### src/rtl/addr_split_parser_pkg.sv
// Shared constants for the registered cache address splitter: derived field
// widths and output-register state encodings.
package addr_split_parser_pkg;

  localparam logic [1:0] ST_EMPTY     = 2'd0;
  localparam logic [1:0] ST_HOLD      = 2'd1;
  localparam logic [1:0] ST_HOLD_PEND = 2'd2;

  function automatic int line_bytes(input int off_w);
    return 1 << off_w;
  endfunction

  function automatic int idx_w(input int cap_w, input int ways, input int off_w);
    return cap_w - $clog2(ways) - off_w;
  endfunction

  function automatic int tag_w(input int addr_w, input int cap_w, input int ways,
                               input int off_w);
    return addr_w - idx_w(cap_w, ways, off_w) - off_w;
  endfunction

endpackage

### src/rtl/addr_split_parser_fields.sv
// Combinational split of a byte address into cache tag, set index and line offset.
module addr_split_parser_fields
  import addr_split_parser_pkg::*;
#(
  parameter int ADDR_W = 64,
  parameter int OFF_W  = 6,
  parameter int CAP_W  = 14,
  parameter int WAYS   = 8
) (
  input  logic [ADDR_W-1:0]                               addr_i,
  output logic [tag_w(ADDR_W, CAP_W, WAYS, OFF_W)-1:0]    tag_o,
  output logic [idx_w(CAP_W, WAYS, OFF_W)-1:0]            index_o,
  output logic [OFF_W-1:0]                                offset_o
);

  localparam int IDX_W = idx_w(CAP_W, WAYS, OFF_W);

  assign offset_o = addr_i[OFF_W-1:0];
  assign index_o  = addr_i[IDX_W+OFF_W-1:OFF_W];
  assign tag_o    = addr_i[ADDR_W-1:IDX_W+OFF_W];

endmodule

### src/rtl/addr_split_parser.sv
// Registered, handshaked cache address splitter: one access in, one or two
// line-local pieces out, with same-line detection and saturating statistics.
module addr_split_parser
  import addr_split_parser_pkg::*;
#(
  parameter int ADDR_W = 64,
  parameter int OFF_W  = 6,
  parameter int CAP_W  = 14,
  parameter int WAYS   = 8,
  parameter int CNT_W  = 32
) (
  input  logic                                            clk,
  input  logic                                            rst,
  input  logic                                            in_valid,
  output logic                                            in_ready,
  input  logic [ADDR_W-1:0]                               in_addr,
  input  logic [OFF_W:0]                                  in_len,
  output logic                                            out_valid,
  input  logic                                            out_ready,
  output logic [tag_w(ADDR_W, CAP_W, WAYS, OFF_W)-1:0]    out_tag,
  output logic [idx_w(CAP_W, WAYS, OFF_W)-1:0]            out_index,
  output logic [OFF_W-1:0]                                out_offset,
  output logic [OFF_W:0]                                  out_len,
  output logic                                            out_first,
  output logic                                            out_last,
  output logic                                            out_same_line,
  output logic                                            err,
  output logic [CNT_W-1:0]                                stat_accesses,
  output logic [CNT_W-1:0]                                stat_splits
);

  localparam int IDX_W = idx_w(CAP_W, WAYS, OFF_W);
  localparam int TAG_W = tag_w(ADDR_W, CAP_W, WAYS, OFF_W);
  localparam int LN_W  = ADDR_W - OFF_W;
  localparam logic [OFF_W:0] LINE = {1'b1, {OFF_W{1'b0}}};

  typedef struct packed {
    logic [TAG_W-1:0] tag;
    logic [IDX_W-1:0] index;
    logic [OFF_W-1:0] offset;
    logic [OFF_W:0]   len;
    logic             first;
    logic             last;
  } piece_t;

  function automatic logic [CNT_W-1:0] sat_inc(input logic [CNT_W-1:0] v);
    return (&v) ? v : v + CNT_W'(1);
  endfunction

  logic [1:0]             state_q, state_d;
  piece_t                 piece_q, piece_d;
  logic                   same_q, same_d;
  logic [TAG_W+IDX_W-1:0] hist_q, hist_d;
  logic                   hist_vld_q, hist_vld_d;
  logic [LN_W-1:0]        pend_line_q, pend_line_d;
  logic [OFF_W:0]         pend_len_q, pend_len_d;
  logic                   err_q, err_d;
  logic [CNT_W-1:0]       acc_cnt_q, acc_cnt_d;
  logic [CNT_W-1:0]       split_cnt_q, split_cnt_d;

  logic [TAG_W-1:0] in_tag, p2_tag;
  logic [IDX_W-1:0] in_idx, p2_idx;
  logic [OFF_W-1:0] in_off, p2_off;

  addr_split_parser_fields #(
    .ADDR_W(ADDR_W), .OFF_W(OFF_W), .CAP_W(CAP_W), .WAYS(WAYS)
  ) u_in_fields (
    .addr_i(in_addr), .tag_o(in_tag), .index_o(in_idx), .offset_o(in_off)
  );

  // Second piece always starts at a line base, so its offset field is zero.
  addr_split_parser_fields #(
    .ADDR_W(ADDR_W), .OFF_W(OFF_W), .CAP_W(CAP_W), .WAYS(WAYS)
  ) u_p2_fields (
    .addr_i({pend_line_q, {OFF_W{1'b0}}}), .tag_o(p2_tag), .index_o(p2_idx),
    .offset_o(p2_off)
  );

  logic           vld, hs, accept, legal, split;
  logic [OFF_W:0] rem;

  assign vld      = (state_q != ST_EMPTY);
  assign hs       = vld && out_ready;
  assign in_ready = (state_q == ST_EMPTY) || ((state_q == ST_HOLD) && out_ready);
  assign accept   = in_valid && in_ready;
  assign legal    = (in_len != '0) && (in_len <= LINE);
  assign rem      = LINE - {1'b0, in_off};
  assign split    = in_len > rem;

  always_comb begin
    state_d     = state_q;
    piece_d     = piece_q;
    same_d      = same_q;
    hist_d      = hist_q;
    hist_vld_d  = hist_vld_q;
    pend_line_d = pend_line_q;
    pend_len_d  = pend_len_q;
    acc_cnt_d   = acc_cnt_q;
    split_cnt_d = split_cnt_q;
    err_d       = 1'b0;

    if (hs) begin
      if (state_q == ST_HOLD_PEND) begin
        piece_d    = '{tag: p2_tag, index: p2_idx, offset: p2_off, len: pend_len_q,
                       first: 1'b0, last: 1'b1};
        same_d     = 1'b0;
        hist_d     = {p2_tag, p2_idx};
        hist_vld_d = 1'b1;
        state_d    = ST_HOLD;
      end else begin
        state_d = ST_EMPTY;
      end
    end

    // Accept can only coincide with a non-pending handshake, never with piece 2.
    if (accept) begin
      if (legal) begin
        piece_d     = '{tag: in_tag, index: in_idx, offset: in_off,
                        len: split ? rem : in_len, first: 1'b1, last: !split};
        same_d      = hist_vld_q && ({in_tag, in_idx} == hist_q);
        hist_d      = {in_tag, in_idx};
        hist_vld_d  = 1'b1;
        pend_line_d = in_addr[ADDR_W-1:OFF_W] + LN_W'(1);
        pend_len_d  = in_len - rem;
        state_d     = split ? ST_HOLD_PEND : ST_HOLD;
        acc_cnt_d   = sat_inc(acc_cnt_q);
        if (split) split_cnt_d = sat_inc(split_cnt_q);
      end else begin
        err_d = 1'b1;
      end
    end
  end

  always_ff @(posedge clk or posedge rst) begin
    if (rst) begin
      state_q     <= ST_EMPTY;
      piece_q     <= '0;
      same_q      <= 1'b0;
      hist_q      <= '0;
      hist_vld_q  <= 1'b0;
      pend_line_q <= '0;
      pend_len_q  <= '0;
      err_q       <= 1'b0;
      acc_cnt_q   <= '0;
      split_cnt_q <= '0;
    end else begin
      state_q     <= state_d;
      piece_q     <= piece_d;
      same_q      <= same_d;
      hist_q      <= hist_d;
      hist_vld_q  <= hist_vld_d;
      pend_line_q <= pend_line_d;
      pend_len_q  <= pend_len_d;
      err_q       <= err_d;
      acc_cnt_q   <= acc_cnt_d;
      split_cnt_q <= split_cnt_d;
    end
  end

  assign out_valid     = vld;
  assign out_tag       = piece_q.tag;
  assign out_index     = piece_q.index;
  assign out_offset    = piece_q.offset;
  assign out_len       = piece_q.len;
  assign out_first     = piece_q.first;
  assign out_last      = piece_q.last;
  assign out_same_line = same_q;
  assign err           = err_q;
  assign stat_accesses = acc_cnt_q;
  assign stat_splits   = split_cnt_q;

endmodule
### config.mk
export PLATFORM = sky130hd
export DESIGN_NAME = addr_split_parser
export DESIGN_NICKNAME = d
export VERILOG_FILES = /design/src/rtl/addr_split_parser_pkg.sv /design/src/rtl/addr_split_parser_fields.sv /design/src/rtl/addr_split_parser.sv
export SDC_FILE = /design/constraint.sdc
export NUM_CORES = 1
export LEC_CHECK = 0
export ABC_CLOCK_PERIOD_IN_PS = 9420
export CORE_MARGIN = 10
export CORE_UTILIZATION = 45
export DETAILED_ROUTE_END_ITERATION = 10
export GPL_TIMING_DRIVEN = 0
export PLACE_DENSITY = 0.7
export SLEW_MARGIN = 5
export SYNTH_ARGS = -nofsm -noshare
export SYNTH_HDL_FRONTEND = slang
export SYNTH_SLANG_ARGS = --single-unit
export TNS_END_PERCENT = 20
### constraint.sdc
create_clock -name clk -period 9.42 [get_ports clk]
set_input_delay 0.942 -clock clk [delete_from_list [all_inputs] [get_ports clk]]
set_output_delay 0.942 -clock clk [all_outputs]
set_load 0.005 [all_outputs]
==> out/metrics.cfg, run 1 <==
[run_status]
status = finished, final reports clean

[timing]
setup_viol = 0
fmax_mhz = 227.6
worst_pin_slew_ns = 1.169
rsz0062_at_grt = no
setup_tns_ns = 0
slew_viol_final = 0
period_share_pct = 46.63
hold_violations = 0
post-route-min-period_ns = 4.393
timing.slew.headroom_pct = 20.02
skew_ns = 0.01865
whs_ns = 0.4839

[floorplanning]
pin_count = 216
start_util_pct = 45.39
core-area_um2 = 28630
rows = 62
die_w_um = 189.9
dieArea_um2 = 36070
die_h_um = 189.9

[setup_path]
cpPeakStageDelay_ns = 0.81
required_ns = 9.90
path_class = in2reg
cp_cell_sequence = clkdlybuf4s50_1 -> nor4_1 -> a21boi_1 -> nor3_2 -> clkbuf_1 -> clkbuf_1 -> o221ai_1 -> o21ai_1
crit_path_end_kind = flip-flop
start_kind = input pin
crit_arrival_ns = 4.87
cp_slowest_cell = clkbuf_1
crit_path_frequent_cell = clkbuf_1
crit_fanout = 10

[pwr]
combPwrFrac_pct = 26.4
sw_frac_of_total_pct = 30.63
seqPwrFrac_pct = 42.1
power_w = 0.003929
intPower_w = 0.002726
irDropWorstVdd_mv = 0.1602
switching_power_w = 0.001204
powerDensity_nw_per_um2 = 236.0
p_clk_share_pct = 31.4
p_leak_nw = 7.183

[yosys]
synth_area_um2 = 12990
synth_async_sr_flop_share_pct = 100.0
syn-num-nets = 1496
synth_cell_types = 57
yosysWarnings = 0
synth.avg_cell_area_um2 = 9.208
netlist_instances = 1411
synth_edf_count = 0
synth_seq_cells = 265
ys.flop_type = dfrtp_1
ys_seq_area_share_pct = 51.04

[place]
post_dp_cell_area_um2 = 15600
dp.cells = 2003
place_congestion = 0.8788
io_buffers = 206
dpl.hpwl_um = 30340

[finish]
drive_gt1_share_pct = 4.483
instances_no_fill = 2060
final_cell_mix = dfrtp_1, nand2_1, clkdlybuf4s50_1, a21oi_1, nor2_1
layout_commonest_cell = dfrtp_1
stdcell_area_um2 = 16650
nets = 1735
syn_to_final_growth_pct = 28.16

[clock_tree]
insertion_delay_ns = 0.56
cts.clk_slew.worst_paths_ns = 0.06
cts_buffer_depth = 3
postCtsResizedCells = 0
cts_tree = done
clock-sinks = 265
htreeDepth = 1
postCtsSetupRepairBufs = 0
cts_buffers = 29
root_buffer = clkbuf_16
cts_hold_repair.buffers = 0

[global_routing]
grtUsageMet2_pct = 35.72
grt_max_degree = 104
grt_overflow_total = 0
grt_pass1_wl_um = 64430
grt_pass1_vias = 11340
antenna_found_initial = 4
grt.total_usage_pct = 22.38
grt_use_met3_pct = 4.577
grt.busiest_layer = met2
grt_use_met1_pct = 29.97

[drt]
first_pass_iters = 5
wirelength_um = 41250
drc = 0
drt_iter0_drc = 1040
vias_per_cell = 5.506
wl_per_cell_um = 20.03
dr_total_vias = 11340
antenna_left = 0

[min_path]
hold_class = reg2reg

[run]
maxCapViolCount = 0

## per-stage QoR
step	util, %	worst slack (ns)
global placement	54.27	-2.438
floorplan	-	1.181
global route	58.17	4.914
finish	58.17	5.027
CTS	58.14	5.099
detailed placement	54.49	4.536
## worst paths after layout
check / startpoint / slack [ns] / end / depth (start not counted)
worst min-delay path: pend_line_q[0]$_DFFE_PP0P_ / 0.48 / pend_line_q[0]$_DFFE_PP0P_ / 1
worst max register to register: state_q[0]$_DFF_PP0_ / 5.96 / out_len[5]$_DFF_PP0_ / 7
min in group asynchronous: rst / 0.86 / stat_accesses[17]$_DFFE_PP0P_ / 2
worst max-delay path: in_len[1] / 5.03 / out_len[5]$_DFF_PP0_ / 8
max in group asynchronous: rst / 7.67 / out_len[2]$_DFF_PP0_ / 3
worst min register to register: pend_line_q[0]$_DFFE_PP0P_ / 0.48 / pend_line_q[0]$_DFFE_PP0P_ / 1
## cell families after synthesis
logic type | synth area share, %
AND/OR/NAND/NOR | 20.96
adder cells (fa/ha/maj) | 1.252
multiplexers | 0.3274
flip-flops | 51.04
XOR/XNOR | 12.07
AO/OA/AOI/OAI | 11.67
buffers and inverters | 2.687
## cell usage after synthesis (all sizes together), types with 9 or more instances
cell	number	share of area, %
nand3	54	2.1
and3	25	1.2
o21ai	54	2.1
nor3	32	1.3
a21oi	198	7.6
xor2	77	5.2
ha	9	0.87
dfrtp	265	51
xnor2	102	6.9
nor2	122	3.5
inv	21	0.61
nand2	250	7.2
clkbuf	53	1.5
buf	15	0.55
and4	10	0.67
nor4	23	1.5
nand4	38	1.8
## layer usage
layer  vias up  share of wire [%]
met5         -              0.032
met4         2                2.9
met2       400                 47
met3        73                7.0
met1      5555                 43
li1       5313                  -
## state kept, by name, indices dropped and copies added (netlist names)
register       flops
hist_q            58
pend_line_q       58
out_tag           53
stat_accesses     32
stat_splits       32
out_len            7
pend_len_q         7
out_offset         6
out_index          5
state_q            2
err                1
hist_vld_q         1
out_first          1
out_last           1
out_same_line      1
## power by group through the flow
stage	clock network (W)	registers, W	logic (W)
after floorplan	0	0.00163	0.000508
after global placement	0	0.00166	0.00102
after detailed placement	0	0.00167	0.00104
after CTS	0.00125	0.00165	0.00105
after global routing	0.00130	0.00169	0.00115
final	0.00124	0.00165	0.00104
## critical path: cells and delay by family
family	cells	cell delay (ns)
buf+inv	3	1.91
compound gates	3	0.75
simple gates	2	1.25
## final cells by class
| type | instances | area (um2) |
|---|---|---|
| flip-flops and latches | 265 | 6631 |
| inverters | 21 | 86.33 |
| diodes | 3 | 7.507 |
| clock inverters | 12 | 191.4 |
| fillers | 2514 | 11970 |
| well taps | 384 | 480.5 |
| multi-input cells | 1057 | 6012 |
| repair buffers | 208 | 2117 |
| plain buffers | 68 | 270.3 |
| clock buffers | 42 | 854.6 |
Note: power is estimated with default switching activity, not from simulation.
==> run 2: changes to the inputs <==
Settings changed: ABC_CLOCK_PERIOD_IN_PS 9420 to 3950, PLACE_DENSITY 0.7 to 0.73.
Clock period 9.42 ns to 3.95 ns, I/O delays scaled along.
==> run 2 against run 1 <==
Effect of this change:
- first-iteration DRC count decreased by 12%
- sequential share of layout area decreased by 0.18 points
- critical endpoint unchanged
- hold slack got worse by 0.25 ns
==> out/metrics.cfg, run 2 (same netlist as run 1, synthesis figures left out) <==
[setup_path]
start_kind = input pin
crit_fanout = 10
cp_slowest_cell = nor3_2
cpPeakStageDelay_ns = 0.76
crit_path_frequent_cell = clkbuf_1
crit_arrival_ns = 4.16
cp_cell_sequence = clkdlybuf4s50_1 -> nor4_1 -> a21boi_1 -> nor3_2 -> clkbuf_1 -> clkbuf_1 -> o221ai_1 -> o21ai_1
crit_path_end_kind = flip-flop
required_ns = 4.41
path_class = in2reg
r2r_slack_ns = 0.57

[global_routing]
grt_max_degree = 41
grt_pass1_wl_um = 65290
grt_overflow_total = 0
antenna_found_initial = 4
grt.total_usage_pct = 22.52
grt_pass1_vias = 11530

[drt]
vias_per_cell = 5.533
first_pass_iters = 9
wl_per_cell_um = 20.19
drc = 0
dr_total_vias = 11430
wirelength_um = 41700
antenna_left = 0
drt_iter0_drc = 917

[floorplanning]
core-area_um2 = 28630
dieArea_um2 = 36070
start_util_pct = 45.39
rows = 62
pin_count = 216
die_h_um = 189.9
die_w_um = 189.9

[timing]
rsz0062_at_grt = no
worst_pin_slew_ns = 0.9111
setup_tns_ns = 0
fmax_mhz = 270.6
post-route-min-period_ns = 3.696
slew_viol_final = 0
hold_violations = 0
timing.slew.headroom_pct = 37.69
setup_viol = 0
period_share_pct = 93.57
skew_ns = 0.009142

[clock_tree]
cts_hold_repair.buffers = 0
postCtsSetupRepairBufs = 0
clock-sinks = 265
htreeDepth = 1
cts.clk_slew.worst_paths_ns = 0.06
root_buffer = clkbuf_16
postCtsResizedCells = 0
cts_buffers = 29
cts_buffer_depth = 3
cts_tree = done
insertion_delay_ns = 0.55

[finish]
syn_to_final_growth_pct = 28.73
drive_gt1_share_pct = 4.768
layout_commonest_cell = dfrtp_1
stdcell_area_um2 = 16720
nets = 1741
fill_cells = 2504
final_cell_mix = dfrtp_1, nand2_1, clkdlybuf4s50_1, a21oi_1, nor2_1

[place]
dpl.hpwl_um = 31070
post_dp_cell_area_um2 = 15700
place_congestion = 0.9244
io_buffers = 206

[min_path]
hold_class = in2reg

[pwr]
p_leak_nw = 7.198
powerDensity_nw_per_um2 = 557.4
irDropWorstVdd_mv = 0.3038

[run_status]
status = finished, final reports clean

[run]
maxCapViolCount = 0

run 2: power by group:
| group | internal [W] | switching [W] |
|---|---|---|
| clock | 0.00174 | 0.00113 |
| combinational | 0.00125 | 0.00125 |
| sequential | 0.00344 | 0.000515 |
| total | 0.00643 | 0.00289 |
run 2: metal layers:
metal | up-vias | global-route usage [%] | routed length (um)
met4 | 2 | 6.319 | 932
met1 | 5631 | 30.41 | 17910
li1 | 5322 | - | -
met3 | 63 | 3.918 | 2918
met5 | - | 0 | 7
met2 | 407 | 36.52 | 19940
run 2: layout make-up:
class	instances	area, um2	share of cell area (%)
multi-input cells	1057	6012	35.95
clock inverters	12	177.7	1.062
plain buffers	68	270.3	1.616
clock buffers	41	840.8	5.027
repair buffers	214	2222	13.29
inverters	21	82.58	0.4938
flip-flops and latches	265	6631	39.65
well taps	384	480.5	2.873
diodes	3	7.507	0.04489
run 2: critical path, delay by kind of cell:
kind,cells,cell delay (ns)
AOI/OAI and AO/OA,3,0.72
and+or+nand+nor,2,1.27
buffers and inverters,3,1.77
run 2: metrics by stage:
| step | hold slack [ns] | util [%] | worst slack [ns] | std cells | power, W |
|---|---|---|---|---|---|
| 5_1_grt | 0.2324 | 58.43 | 0.007255 | 2065 | 0.009827 |
| 3_5_place_dp | 0.4628 | 54.84 | -0.2420 | 2009 | 0.006492 |
| 6_report | 0.2305 | 58.43 | 0.2540 | 2065 | 0.009322 |
| 4_1_cts | 0.2157 | 58.40 | 0.3040 | 2062 | 0.009378 |
| 3_3_place_gp | 0.4505 | 54.28 | -2.001 | 2001 | 0.006401 |
| 2_1_floorplan | 0.4391 | - | 0.05749 | 1411 | 0.005105 |
run 2: final timing paths:
check                                                 from                           end  cells past startpoint
worst max register to register        state_q[0]$_DFF_PP0_          out_len[5]$_DFF_PP0_                      7
worst min register to register  pend_line_q[0]$_DFFE_PP0P_    pend_line_q[0]$_DFFE_PP0P_                      1
min in group asynchronous                              rst  stat_accesses[8]$_DFFE_PP0P_                      2
max in group asynchronous                              rst    pend_line_q[8]$_DFFE_PP0P_                      7
worst max-delay path                             in_len[1]          out_len[5]$_DFF_PP0_                      8
worst min-delay path                           in_addr[12]           hist_q[6]$_DFF_PP0_                      3
==> run 3: changes to the inputs <==
Settings changed: CORE_MARGIN 10 to not set.
==> run 3 against run 2 <==
Effect of this change:
- power rose by 2.3%
- final area rose by 0.36%
- global-route usage grew 4.9 points
- die area decreased by 18%
- wire length shrank 4.1%
- sequential power about the same
- sequential share of layout area down 0.14 points
- non-clock buffer count down 1
- critical path depth unchanged
- cell count shrank 0.24%
- critical path type unchanged
==> out/metrics.cfg, run 3 (same netlist as run 1, synthesis figures left out) <==
[finish]
fill_cells = 2464
layout_commonest_cell = dfrtp_1
nets = 1740
drive_gt1_share_pct = 5.006
final_cell_mix = dfrtp_1, nand2_1, clkdlybuf4s50_1, a21oi_1, nor2_1
stdcell_area_um2 = 16780
multiInputGateArea_um2 = 6012
regArea_um2 = 6631
syn_to_final_growth_pct = 29.19

[place]
place_congestion = 0.8793
place_ws_ns = -0.2886
dpl.hpwl_um = 28960
post_dp_cell_area_um2 = 15670
io_buffers = 206

[setup_path]
start_kind = input pin
startpoint = in_len[1]
worstSetupEndpoint = out_len[5]$_DFF_PP0_
crit_fanout = 10
path_class = in2reg
rr_worst_depth = 7
r2r_end = out_len[5]$_DFF_PP0_
crit_arrival_ns = 4.22
r2r_slack_ns = 0.53
crit_path_end_kind = flip-flop
required_ns = 4.42
rr_startpoint = state_q[0]$_DFF_PP0_

[floorplanning]
rows = 61
pin_count = 216
start_util_pct = 46.26
dieArea_um2 = 29560
die_w_um = 171.9
die_h_um = 171.9
core-area_um2 = 28090

[drt]
drc = 0
wirelength_um = 40010
dr_total_vias = 11620
antenna_left = 0
drt_iter0_drc = 1001
vias_per_cell = 5.641
first_pass_iters = 6
wl_per_cell_um = 19.42

[pwr]
irDropWorstVdd_mv = 0.3971
powerDensity_nw_per_um2 = 568.1
p_leak_nw = 7.245
power_w = 0.009535

[run_status]
status = finished, final reports clean

[clock_tree]
clock-sinks = 265
cts.clk_slew.worst_paths_ns = 0.06
cts_tree = done
cts_hold_repair.buffers = 0
cts_buffer_depth = 3
cts_buffers = 29
postCtsResizedCells = 0
postCtsSetupRepairBufs = 0
root_buffer = clkbuf_16
insertion_delay_ns = 0.55
htreeDepth = 1

[global_routing]
antenna_found_initial = 3
grt_pass1_vias = 11430
grt.total_usage_pct = 27.37
grt_pass1_wl_um = 62770
grt_overflow_total = 0
grt_max_degree = 41

[timing]
rsz0062_at_grt = no
whs_ns = 0.2367
post-route-min-period_ns = 3.743
worst_pin_slew_ns = 1.022
setup_slack_ns = 0.2075
timing.slew.headroom_pct = 30.12
skew_ns = 0.01865
period_share_pct = 94.75
setup_viol = 0
slew_viol_final = 0
fmax_mhz = 267.2
hold_violations = 0

[run]
maxCapViolCount = 0

[min_path]
hold_class = in2reg

-- run 3: cell types whose count changed in the layout (fill, tap and decap cells not counted) --
cell        previous run  this run
clkbuf_1              58        54
inv_6                  0         1
clkinv_2               2         6
clkinv_4               2         0
buf_12                 8         7
clkinvlp_4             5         3
clkbuf_8               7         8
bufinv_16              4         7
diode_2                3         4
-- run 3: worst max-delay path: stages --
cell	delay, ns
clkdlybuf4s50_1	0.50
nor4_1	0.51
a21boi_1	0.20
nor3_2	0.73
clkbuf_1	0.59
clkbuf_1	0.76
o221ai_1	0.37
o21ai_1	0.16
-- run 3: metrics by stage --
stage                     setup TNS, ns  instances  utilization, %
after floorplan                       0       1411               -
after global placement          -505.27       1995           55.30
after detailed placement         -3.050       2002           55.80
after CTS                             0       2056           59.72
after global routing                  0       2058           59.74
final                                 0       2060           59.76
-- run 3: report_power, final --
part	switching (W)	internal (W)	leakage, nW
clock	0.00115	0.00195	0.543
sequential	0.000528	0.00344	3.19
combinational	0.00122	0.00125	3.51
-- run 3: worst min-delay path by stage --
stage	depth (start not counted)	start	end
after floorplan	2	pend_line_q[15]$_DFFE_PP0P_	pend_line_q[15]$_DFFE_PP0P_
after global placement	2	pend_line_q[15]$_DFFE_PP0P_	pend_line_q[15]$_DFFE_PP0P_
after detailed placement	2	pend_line_q[1]$_DFFE_PP0P_	pend_line_q[1]$_DFFE_PP0P_
after CTS	3	in_addr[12]	hist_q[6]$_DFF_PP0_
after global routing	3	in_addr[26]	pend_line_q[20]$_DFFE_PP0P_
final	3	in_addr[26]	hist_q[20]$_DFF_PP0_
-- run 3: metal layers --
layer | part of all wire [%] | GRT usage (%) | routed length (um) | vias to the layer above
li1 | - | - | - | 5342
met1 | 43 | 37.60 | 17210 | 5730
met2 | 47 | 44.11 | 18930 | 467
met3 | 6.6 | 4.143 | 2650 | 81
met4 | 3.0 | 9.465 | 1215 | 0
met5 | 0 | 0 | 0 | -
-- run 3: final cells by class --
cell class / instances / share of cell area, %
Sequential cell: 265 / 39.51
Tap cell: 378 / 2.818
Clock inverter: 16 / 1.573
Antenna cell: 4 / 0.05963
Multi-Input combinational cell: 1057 / 35.82
Buffer: 68 / 1.610
Inverter: 21 / 0.4920
Clock buffer: 38 / 5.002
Timing Repair Buffer: 213 / 13.12
